$ cat src/rtl/global_reset_pkg.sv
// Purpose: shared types and defaults for the global reset sequencer.
// Latency: n/a (declarations only).
// Backpressure: n/a.
//
// Holds the sequencer state enum, the default timing constants and the
// helper that sizes the shared cycle counter.
package global_reset_pkg;

    // PLL lock stabilisation time, release stagger and soft-reset hold, in clock cycles.
    localparam int DEF_STABLE_CYCLES    = 1024;
    localparam int DEF_STAGGER_CYCLES   = 16;
    localparam int DEF_SOFT_HOLD_CYCLES = 64;

    typedef enum logic [2:0] {
        WAIT_LOCK = 3'd0,
        STABILIZE = 3'd1,
        RELEASE   = 3'd2,
        RUN       = 3'd3,
        SOFT_HOLD = 3'd4
    } seqState_t;

    // The counter never exceeds (longest interval - 1). The release window
    // spans three stagger intervals, so it competes with the other two
    // parameters for the largest span.
    function automatic int counterWidth(input int stableCycles,
                                        input int staggerCycles,
                                        input int softHoldCycles);
        int longest;
        longest = stableCycles;
        if (3 * staggerCycles > longest) longest = 3 * staggerCycles;
        if (softHoldCycles > longest) longest = softHoldCycles;
        if (longest < 2) longest = 2;
        return $clog2(longest);
    endfunction

endpackage

$ cat src/rtl/reset_lock_sync.sv
// Purpose: two-flop synchronizer bringing the asynchronous PLL lock flag into the clock domain.
// Latency: input sampled at edge N is visible on syncOut after edge N+1.
// Backpressure: none; free-running.
//
// Ports:
//   clk      - sampling clock
//   rstN     - asynchronous active-low clear of both flops
//   asyncIn  - level from another clock domain
//   syncOut  - synchronized level
module reset_lock_sync (
    input  logic clk,
    input  logic rstN,
    input  logic asyncIn,
    output logic syncOut
);

    logic meta;

    always_ff @(posedge clk or negedge rstN) begin
        if (!rstN) begin
            meta    <= 1'b0;
            syncOut <= 1'b0;
        end else begin
            meta    <= asyncIn;
            syncOut <= meta;
        end
    end

endmodule

$ cat src/rtl/global_reset_sequencer.sv
// Purpose: sequences per-domain reset release after PLL lock, with soft reset and lock-loss recovery.
// Latency: PLL lock change acts on the FSM two edges after it is sampled; all outputs are registered.
// Backpressure: none; soft-reset requests outside RUN are ignored, not queued.
//
// Ports:
//   iCLOCK           - 50 MHz main clock, rising edge
//   inRESET          - asynchronous active-low reset
//   iPLL_LOCK        - PLL locked flag, asynchronous to iCLOCK
//   iSOFT_RESET_REQ  - level-sampled soft-reset request, honoured only in RUN
//   onRESET_VGA/ASMI/MMC/MAIN - active-low domain resets, released in that order
//   oRESET_DONE      - high while every domain reset is released
//   oLOCK_LOSS_COUNT - saturating count of lock losses seen after WAIT_LOCK
module global_reset_sequencer
    import global_reset_pkg::*;
#(
    parameter int P_STABLE_CYCLES    = DEF_STABLE_CYCLES,
    parameter int P_STAGGER_CYCLES   = DEF_STAGGER_CYCLES,
    parameter int P_SOFT_HOLD_CYCLES = DEF_SOFT_HOLD_CYCLES
) (
    input  logic       iCLOCK,
    input  logic       inRESET,
    input  logic       iPLL_LOCK,
    input  logic       iSOFT_RESET_REQ,
    output logic       onRESET_VGA,
    output logic       onRESET_ASMI,
    output logic       onRESET_MMC,
    output logic       onRESET_MAIN,
    output logic       oRESET_DONE,
    output logic [7:0] oLOCK_LOSS_COUNT
);

    localparam int CNT_W = counterWidth(P_STABLE_CYCLES, P_STAGGER_CYCLES, P_SOFT_HOLD_CYCLES);

    // Counter values at which each event fires. The counter is cleared on
    // the entry edge, so an event N edges after entry fires at count N-1.
    localparam logic [CNT_W-1:0] STABLE_LAST = CNT_W'(P_STABLE_CYCLES - 1);
    localparam logic [CNT_W-1:0] HOLD_LAST   = CNT_W'(P_SOFT_HOLD_CYCLES - 1);
    localparam logic [CNT_W-1:0] ASMI_AT     = CNT_W'(P_STAGGER_CYCLES - 1);
    localparam logic [CNT_W-1:0] MMC_AT      = CNT_W'(2 * P_STAGGER_CYCLES - 1);
    localparam logic [CNT_W-1:0] MAIN_AT     = CNT_W'(3 * P_STAGGER_CYCLES - 1);
    localparam logic [CNT_W-1:0] CNT_ONE     = CNT_W'(1);

    logic             sLock;
    seqState_t        state;
    logic [CNT_W-1:0] counter;

    reset_lock_sync uLockSync (
        .clk     (iCLOCK),
        .rstN    (inRESET),
        .asyncIn (iPLL_LOCK),
        .syncOut (sLock)
    );

    always_ff @(posedge iCLOCK or negedge inRESET) begin
        if (!inRESET) begin
            state            <= WAIT_LOCK;
            counter          <= '0;
            onRESET_VGA      <= 1'b0;
            onRESET_ASMI     <= 1'b0;
            onRESET_MMC      <= 1'b0;
            onRESET_MAIN     <= 1'b0;
            oRESET_DONE      <= 1'b0;
            oLOCK_LOSS_COUNT <= 8'd0;
        end else if (state != WAIT_LOCK && !sLock) begin
            // Lock loss outranks soft reset and any counter expiry.
            state        <= WAIT_LOCK;
            counter      <= '0;
            onRESET_VGA  <= 1'b0;
            onRESET_ASMI <= 1'b0;
            onRESET_MMC  <= 1'b0;
            onRESET_MAIN <= 1'b0;
            oRESET_DONE  <= 1'b0;
            if (oLOCK_LOSS_COUNT != 8'hFF) begin
                oLOCK_LOSS_COUNT <= oLOCK_LOSS_COUNT + 8'd1;
            end
        end else begin
            case (state)
                WAIT_LOCK: begin
                    onRESET_VGA  <= 1'b0;
                    onRESET_ASMI <= 1'b0;
                    onRESET_MMC  <= 1'b0;
                    onRESET_MAIN <= 1'b0;
                    oRESET_DONE  <= 1'b0;
                    counter      <= '0;
                    if (sLock) begin
                        state <= STABILIZE;
                    end
                end

                STABILIZE: begin
                    if (counter == STABLE_LAST) begin
                        state       <= RELEASE;
                        counter     <= '0;
                        onRESET_VGA <= 1'b1;
                    end else begin
                        counter <= counter + CNT_ONE;
                    end
                end

                RELEASE: begin
                    if (counter == ASMI_AT) onRESET_ASMI <= 1'b1;
                    if (counter == MMC_AT)  onRESET_MMC  <= 1'b1;
                    if (counter == MAIN_AT) begin
                        onRESET_MAIN <= 1'b1;
                        oRESET_DONE  <= 1'b1;
                        state        <= RUN;
                        counter      <= '0;
                    end else begin
                        counter <= counter + CNT_ONE;
                    end
                end

                RUN: begin
                    counter <= '0;
                    if (iSOFT_RESET_REQ) begin
                        state        <= SOFT_HOLD;
                        onRESET_VGA  <= 1'b0;
                        onRESET_ASMI <= 1'b0;
                        onRESET_MMC  <= 1'b0;
                        onRESET_MAIN <= 1'b0;
                        oRESET_DONE  <= 1'b0;
                    end
                end

                SOFT_HOLD: begin
                    // PLL is still locked here, so skip straight to release.
                    if (counter == HOLD_LAST) begin
                        state       <= RELEASE;
                        counter     <= '0;
                        onRESET_VGA <= 1'b1;
                    end else begin
                        counter <= counter + CNT_ONE;
                    end
                end

                default: begin
                    state        <= WAIT_LOCK;
                    counter      <= '0;
                    onRESET_VGA  <= 1'b0;
                    onRESET_ASMI <= 1'b0;
                    onRESET_MMC  <= 1'b0;
                    onRESET_MAIN <= 1'b0;
                    oRESET_DONE  <= 1'b0;
                end
            endcase
        end
    end

endmodule

$ cat config.mk
export PLATFORM = sky130hd
export DESIGN_NAME = global_reset_sequencer
export DESIGN_NICKNAME = d
export VERILOG_FILES = /design/src/rtl/global_reset_pkg.sv /design/src/rtl/reset_lock_sync.sv /design/src/rtl/global_reset_sequencer.sv
export SDC_FILE = /design/constraint.sdc
export NUM_CORES = 1
export LEC_CHECK = 0
export BUFFER_PORTS_ARGS = -buffer_cell sky130_fd_sc_hd__buf_2
export CAP_MARGIN = 0
export CORE_MARGIN = 2
export CORE_UTILIZATION = 51
export CTS_CLUSTER_DIAMETER = 80
export CTS_CLUSTER_SIZE = 25
export DETAILED_ROUTE_END_ITERATION = 8
export GPL_TIMING_DRIVEN = 0
export HOLD_SLACK_MARGIN = 0.05
export PLACE_DENSITY_LB_ADDON = 0.05
export SYNTH_ARGS = -nofsm -noshare
export SYNTH_HDL_FRONTEND = slang
export SYNTH_SLANG_ARGS = --single-unit
$ cat constraint.sdc
create_clock -name iCLOCK -period 1.7 [get_ports iCLOCK]
set_input_delay 0.085 -clock iCLOCK [delete_from_list [all_inputs] [get_ports iCLOCK]]
set_output_delay 0.085 -clock iCLOCK [all_outputs]
set_load 0.02 [all_outputs]
# Yosys cells after proc, flatten, opt, wreduce, memory -nomap -nowiden
# Cells that the tools add are included.
# totals
reg_bits	27
word_cells	67
out_inout_bits	13
input_bits	4
# classes
addsub	2
n_mux	26
reduce_logical	11
n_eq_ne	19
# op_table
cell	count
10-bit two-way mux	4
10-bit one-hot mux with 3 select lines	1
10-bit by 6-bit equality test with 1-bit output, second input constant	2
3-bit two-way mux	6
3-bit inequality test, second input constant	6
3-bit one-hot mux with 5 select lines	1
10-bit by 1-bit adder with 10-bit output, second input constant	1
10-bit equality test, second input constant	1
10-bit by 4-bit equality test with 1-bit output, second input constant	1
10-bit by 5-bit equality test with 1-bit output, second input constant	1
1-bit two-way mux	10
1-bit one-hot mux with 3 select lines	3
3-bit AND reduction	3
8-bit by 1-bit adder with 8-bit output, second input constant	1
8-bit inequality test, second input constant	1
3-bit by 2-bit equality test with 1-bit output, second input constant	2
5-bit AND reduction	1
1-bit one-hot mux with 4 select lines	1
4-bit AND reduction	1
3-bit by 1-bit equality test with 1-bit output, second input constant	1
3-bit equality test, second input constant	1
3-bit zero test	1
3-bit by 2-bit inequality test with 1-bit output, second input constant	1
3-bit nonzero test	1
6 further kinds	6

# Logic depth before layout (Yosys ltp)
# logic_depth
word_depth	4
depth_mapped	7
ltp_nobuf	6

# Cells and area by module
# A second synthesis with hierarchy kept.
# hier_totals
cells_unflattened	125
area_unflattened_um2	1350.0
# modules_own_cells
mod	area_per_inst_um2	seq_area_each_um2	n_inst	cells_per_inst
global_reset_sequencer	1300.0	625.6	1	123
reset_lock_sync	50.0	50.0	1	2

# Worst setup path after synthesis
# Ideal clock, no wire load.
# synth_timing
kind	register to register
from	reg oLOCK_LOSS_COUNT[0]
to	reg oLOCK_LOSS_COUNT[5]
required_time_ps	1620
synth_period_minus_slack_ps	1850
path_slack_ps	-150
path_buffers	0
arrival_ps	1770
stages_incl_launch_ff	7
setup_time_ps	80
cell_sequence	dfrtp_1 > ha_1 > and3_1 > a211oi_2 > nand4_1 > nor2_1 > xor2_1
# synth_via
elab_chain_len	2
word_cells_on_any_way	3
cone_classes	add/sub (1); eq/ne (1); reduce/logical (1)
# synth_rtl
element	line_no	text
start: declaration	global_reset_sequencer.sv:29	output logic [7:0] oLOCK_LOSS_COUNT
start signal: assignment	global_reset_sequencer.sv:74	oLOCK_LOSS_COUNT <= oLOCK_LOSS_COUNT + 8'd1;
parallel branches: the longest is 2 deep, another holds 8-bit by 1-bit adder with 8-bit output	n/a	
# Several ways; the timed one is not identified.
# A chain may end at the register's enable or synchronous reset.

# Worst setup path in the final report
# layout_timing
from	reg counter[1]
to	reg onRESET_VGA
# layout_via
elab_chain_len	3
word_cells_on_any_way	5
cone_classes	eq/ne (4); reduce/logical (1)
# layout_rtl
element	line_no	text
start: declaration	global_reset_sequencer.sv:45	logic [CNT_W-1:0] counter;
start signal: assignment	global_reset_sequencer.sv:96	counter <= counter + CNT_ONE;
start signal: assignment	global_reset_sequencer.sv:109	counter <= counter + CNT_ONE;
start signal: assignment	global_reset_sequencer.sv:132	counter <= counter + CNT_ONE;
10-bit by 6-bit equality test with 1-bit output / 10-bit equality test (equally long branches)	global_reset_sequencer.sv:127, global_reset_sequencer.sv:91	
3-bit inequality test (no source line)	n/a	
4-bit AND reduction (no source line) *	n/a	
end signal: assignment	global_reset_sequencer.sv:117	onRESET_VGA <= 1'b0;
end signal: assignment	global_reset_sequencer.sv:130	onRESET_VGA <= 1'b1;
end signal: assignment	global_reset_sequencer.sv:139	onRESET_VGA <= 1'b0;
end: declaration	global_reset_sequencer.sv:24	output logic onRESET_VGA,
# Mark *: on every way between the ends. The rest lies on a longest branch, timed or not.

==> impl_metrics.py <==
metrics = {
    "cells_and_area": {
        "seq_area_sq_um": 682,
        "multi_input_area_sq_um": 811,
        "syn2layout_area_growth_pct": 26.0,
        "diodes": 0,
        "layout_commonest_cell": "dfrtp_1",
        "finish.utilization_pct": 67.0,
        "fillers": 256,
        "layout.cells.non_filler": 214,
        "nets": 190,
        "final_cell_mix": "22 x dfrtp_1, 21 x nor2_1, 18 x buf_2, 18 x buf_4",
        "layout-drive-gt1-share_pct": 34.4,
    },
    "drt": {
        "vias": 1212,
        "wire_per_inst_um": 14.1,
        "drc_errors": 0,
        "wl_mm": 3.03,
        "firstDrtPassIters": 4,
        "antenna_left": 0,
        "drtIter0Drc": 17,
        "viasPerCell": 5.66,
    },
    "critical_path": {
        "cpLargestDelayFamily": "simple AND/OR/NAND/NOR gates",
        "cp_num_buf_inv": 0,
        "rrSetupSlack_ns": -0.1,
        "cp-start-kind": "register",
        "path_class": "register to register",
        "cp.required_ns": 1.92,
        "path_cells": "ha_4 -> nand4_4 -> or4_4 -> a22oi_4 -> or2b_1 -> o211ai_1",
        "critical_path.slowest_cell": "or4_4",
        "endpoint_kind": "register",
        "crit_path_max_fanout": 4,
        "slowest_delay_ns": 0.58,
        "arrival_ns": 2.01,
    },
    "clock_tree": {
        "cts_max_path_buffers": 2,
        "cts_tree": "built",
        "numCtsBuffers": 3,
        "htreeDepth": 1,
        "clkLatencyLatePin_ns": 0.33,
        "clk_pin_slew_ns": 0.14,
        "cts-root-buf": "clkbuf_4",
        "clock-sinks": 27,
    },
    "pwr": {
        "power_density_mw_per_mm2": 1190,
        "power.leakage_nw": 0.833,
        "ir_worst_vdd_v": 0.00111,
        "finalPower_w": 0.00217,
    },
    "hold_path": {
        "hold_class": "input pin to asynchronous set/reset pin",
    },
    "timing": {
        "worstMarginPinSlew_ns": 0.582,
        "rsz0062_at_grt": "true",
        "setup_viol": 2,
        "layout_setup_ws_ns": -0.0961,
        "max_slew_margin_pct": 61.2,
        "fmax_ghz": 0.557,
        "skew_ns": 0.00602,
        "final-max-slew-violation-count": 0,
        "hold-worst-slack_ns": 0.271,
        "hold_viol": 0,
        "period_needed_ns": 1.80,
        "period_share_pct": 106,
    },
    "floorplanning": {
        "die_area_sq_mm": 0.00330,
        "core_sq_mm": 0.00273,
        "initial_core_util_pct": 53.2,
        "die_height_um": 57.4,
        "io_pins": 17,
        "fp.dieW_um": 57.4,
        "core.rowCount": 19,
    },
    "yosys": {
        "synth_edf_count": 0,
        "syn_avg_cell_area_sq_um": 10.0,
        "synth.net_count": 151,
        "synth.area.mux_share_pct": 0.774,
        "synth-simple-area-share_pct": 24.1,
        "synth_top_family_by_area": "simple AND/OR/NAND/NOR gates",
        "yosysTopAreaCell": "dfrtp_1",
        "seq_area_frac_synth_pct": 46.4,
        "ys_seq_elements": 27,
        "yosys-top-cells-area": "dfrtp_1 46%, nor2_1 5.7%, xnor2_1 4.8%",
        "synth_fa_ha_area_share_pct": 1.72,
        "synthXorXnorAreaFrac_pct": 9.03,
        "synth_top_area_share_pct": 46.4,
        "syn_area_sq_mm": 0.00146,
        "async_flop_share_pct": 100,
        "yosysUniqueCellTypes": 44,
        "yosys_warnings": 0,
        "syn_inst": 145,
        "synth_compound_area_share_pct": 14.6,
        "synth-main-ff-cell": "dfrtp_1",
    },
    "global_route": {
        "overflow": 0,
        "grt_pass1_wl_mm": 5.05,
        "grt_max_degree": 28,
        "grt_pass1_vias": 1138,
        "antenna_found_initial": 0,
        "track_usage_pct": 19.7,
    },
    "placed_design": {
        "dp_hpwl_mm": 2.04,
        "gp_congestion": 0.888,
        "io_buffer_count": 16,
        "dp_cells": 192,
    },
    "flow_run": {
        "drv_cap": 0,
    },
    "outcome": {
        "violations": "negative setup slack",
        "status": "finished, violations left",
    },
}
-- worst paths after layout --
check	startpoint	depth (start not counted)	endpoint
max	counter[1]	6	onRESET_VGA
min	inRESET	2	counter[0]
max reg2reg	counter[1]	6	onRESET_VGA
min reg2reg	uLockSync.meta	0	uLockSync.syncOut
max in group asynchronous	inRESET	2	oLOCK_LOSS_COUNT[0]
min in group iCLOCK	uLockSync.meta	0	uLockSync.syncOut
-- Yosys cell counts (2+ instances only) --
master,number
a21oi_1,7
and3_1,3
buf_2,3
buf_4,2
dfrtp_1,27
ha_1,2
inv_1,4
nand2_1,8
nand2b_1,2
nand3_1,7
nand4_1,5
nor2_1,22
nor2b_1,2
nor3_1,3
o211ai_1,2
o21ai_0,4
o31ai_1,2
xnor2_1,8
xor2_1,7
-- kinds of logic after synthesis --
family / count (synthesis)
AND/OR/NAND/NOR: 63
AO/OA/AOI/OAI: 27
flip-flops: 27
XOR/XNOR: 15
buffers and inverters: 10
adder cells (fa/ha/maj): 2
multiplexers: 1
-- sequential cells by signal, indices dropped and copies added (netlist names) --
| signal | count |
|---|---|
| counter | 10 |
| oLOCK_LOSS_COUNT | 8 |
| state | 3 |
| oRESET_DONE | 1 |
| onRESET_ASMI | 1 |
| onRESET_MMC | 1 |
| onRESET_VGA | 1 |
| uLockSync.meta | 1 |
| uLockSync.syncOut | 1 |
-- repair_timing --
| action | in CTS | in global routing |
|---|---|---|
| hold buffers | 3 | 0 |
| setup buffers | 11 | 5 |
| pin swaps | 5 | 12 |
| endpoints found under the hold margin | 29 | 0 |
| setup endpoints to repair | 13 | 16 |
| resized for setup | 3 | 12 |
-- metal layers --
layer / track usage (%) / wire length [um]
met4: 7.64 / 47
met5: 0 / 0
met3: 2.27 / 76
met1: 27.2 / 1450
met2: 31.7 / 1450
-- stage by stage --
stage	area, sq um	setup slack [ns]	setup TNS [ns]
after floorplan	1480	-0.00848	-0.0120
after global placement	1600	-0.112	-1.10
after detailed placement	1600	-0.127	-1.36
after CTS	1750	-0.0788	-0.388
after global routing	1830	-0.167	-0.461
final	1830	-0.0961	-0.176
-- cell type report --
| cell class | instances | area share [%] |
|---|---|---|
| clock buffer | 3 | 1.23 |
| inverter | 4 | 0.819 |
| buffer | 5 | 1.57 |
| clock inverter | 1 | 0.273 |
| timing repair buffer | 35 | 12.6 |
| tap | 31 | 2.12 |
| multi-input combinational | 108 | 44.2 |
| sequential | 27 | 37.2 |
-- power by group --
group / switching, W / internal (W) / total, W
Combinational: 0.000552 / 0.000453 / 0.00100
Sequential: 0.000134 / 0.000760 / 0.000893
Clock: 0.000187 / 0.0000883 / 0.000276
Power figures use the tool's default switching activity.
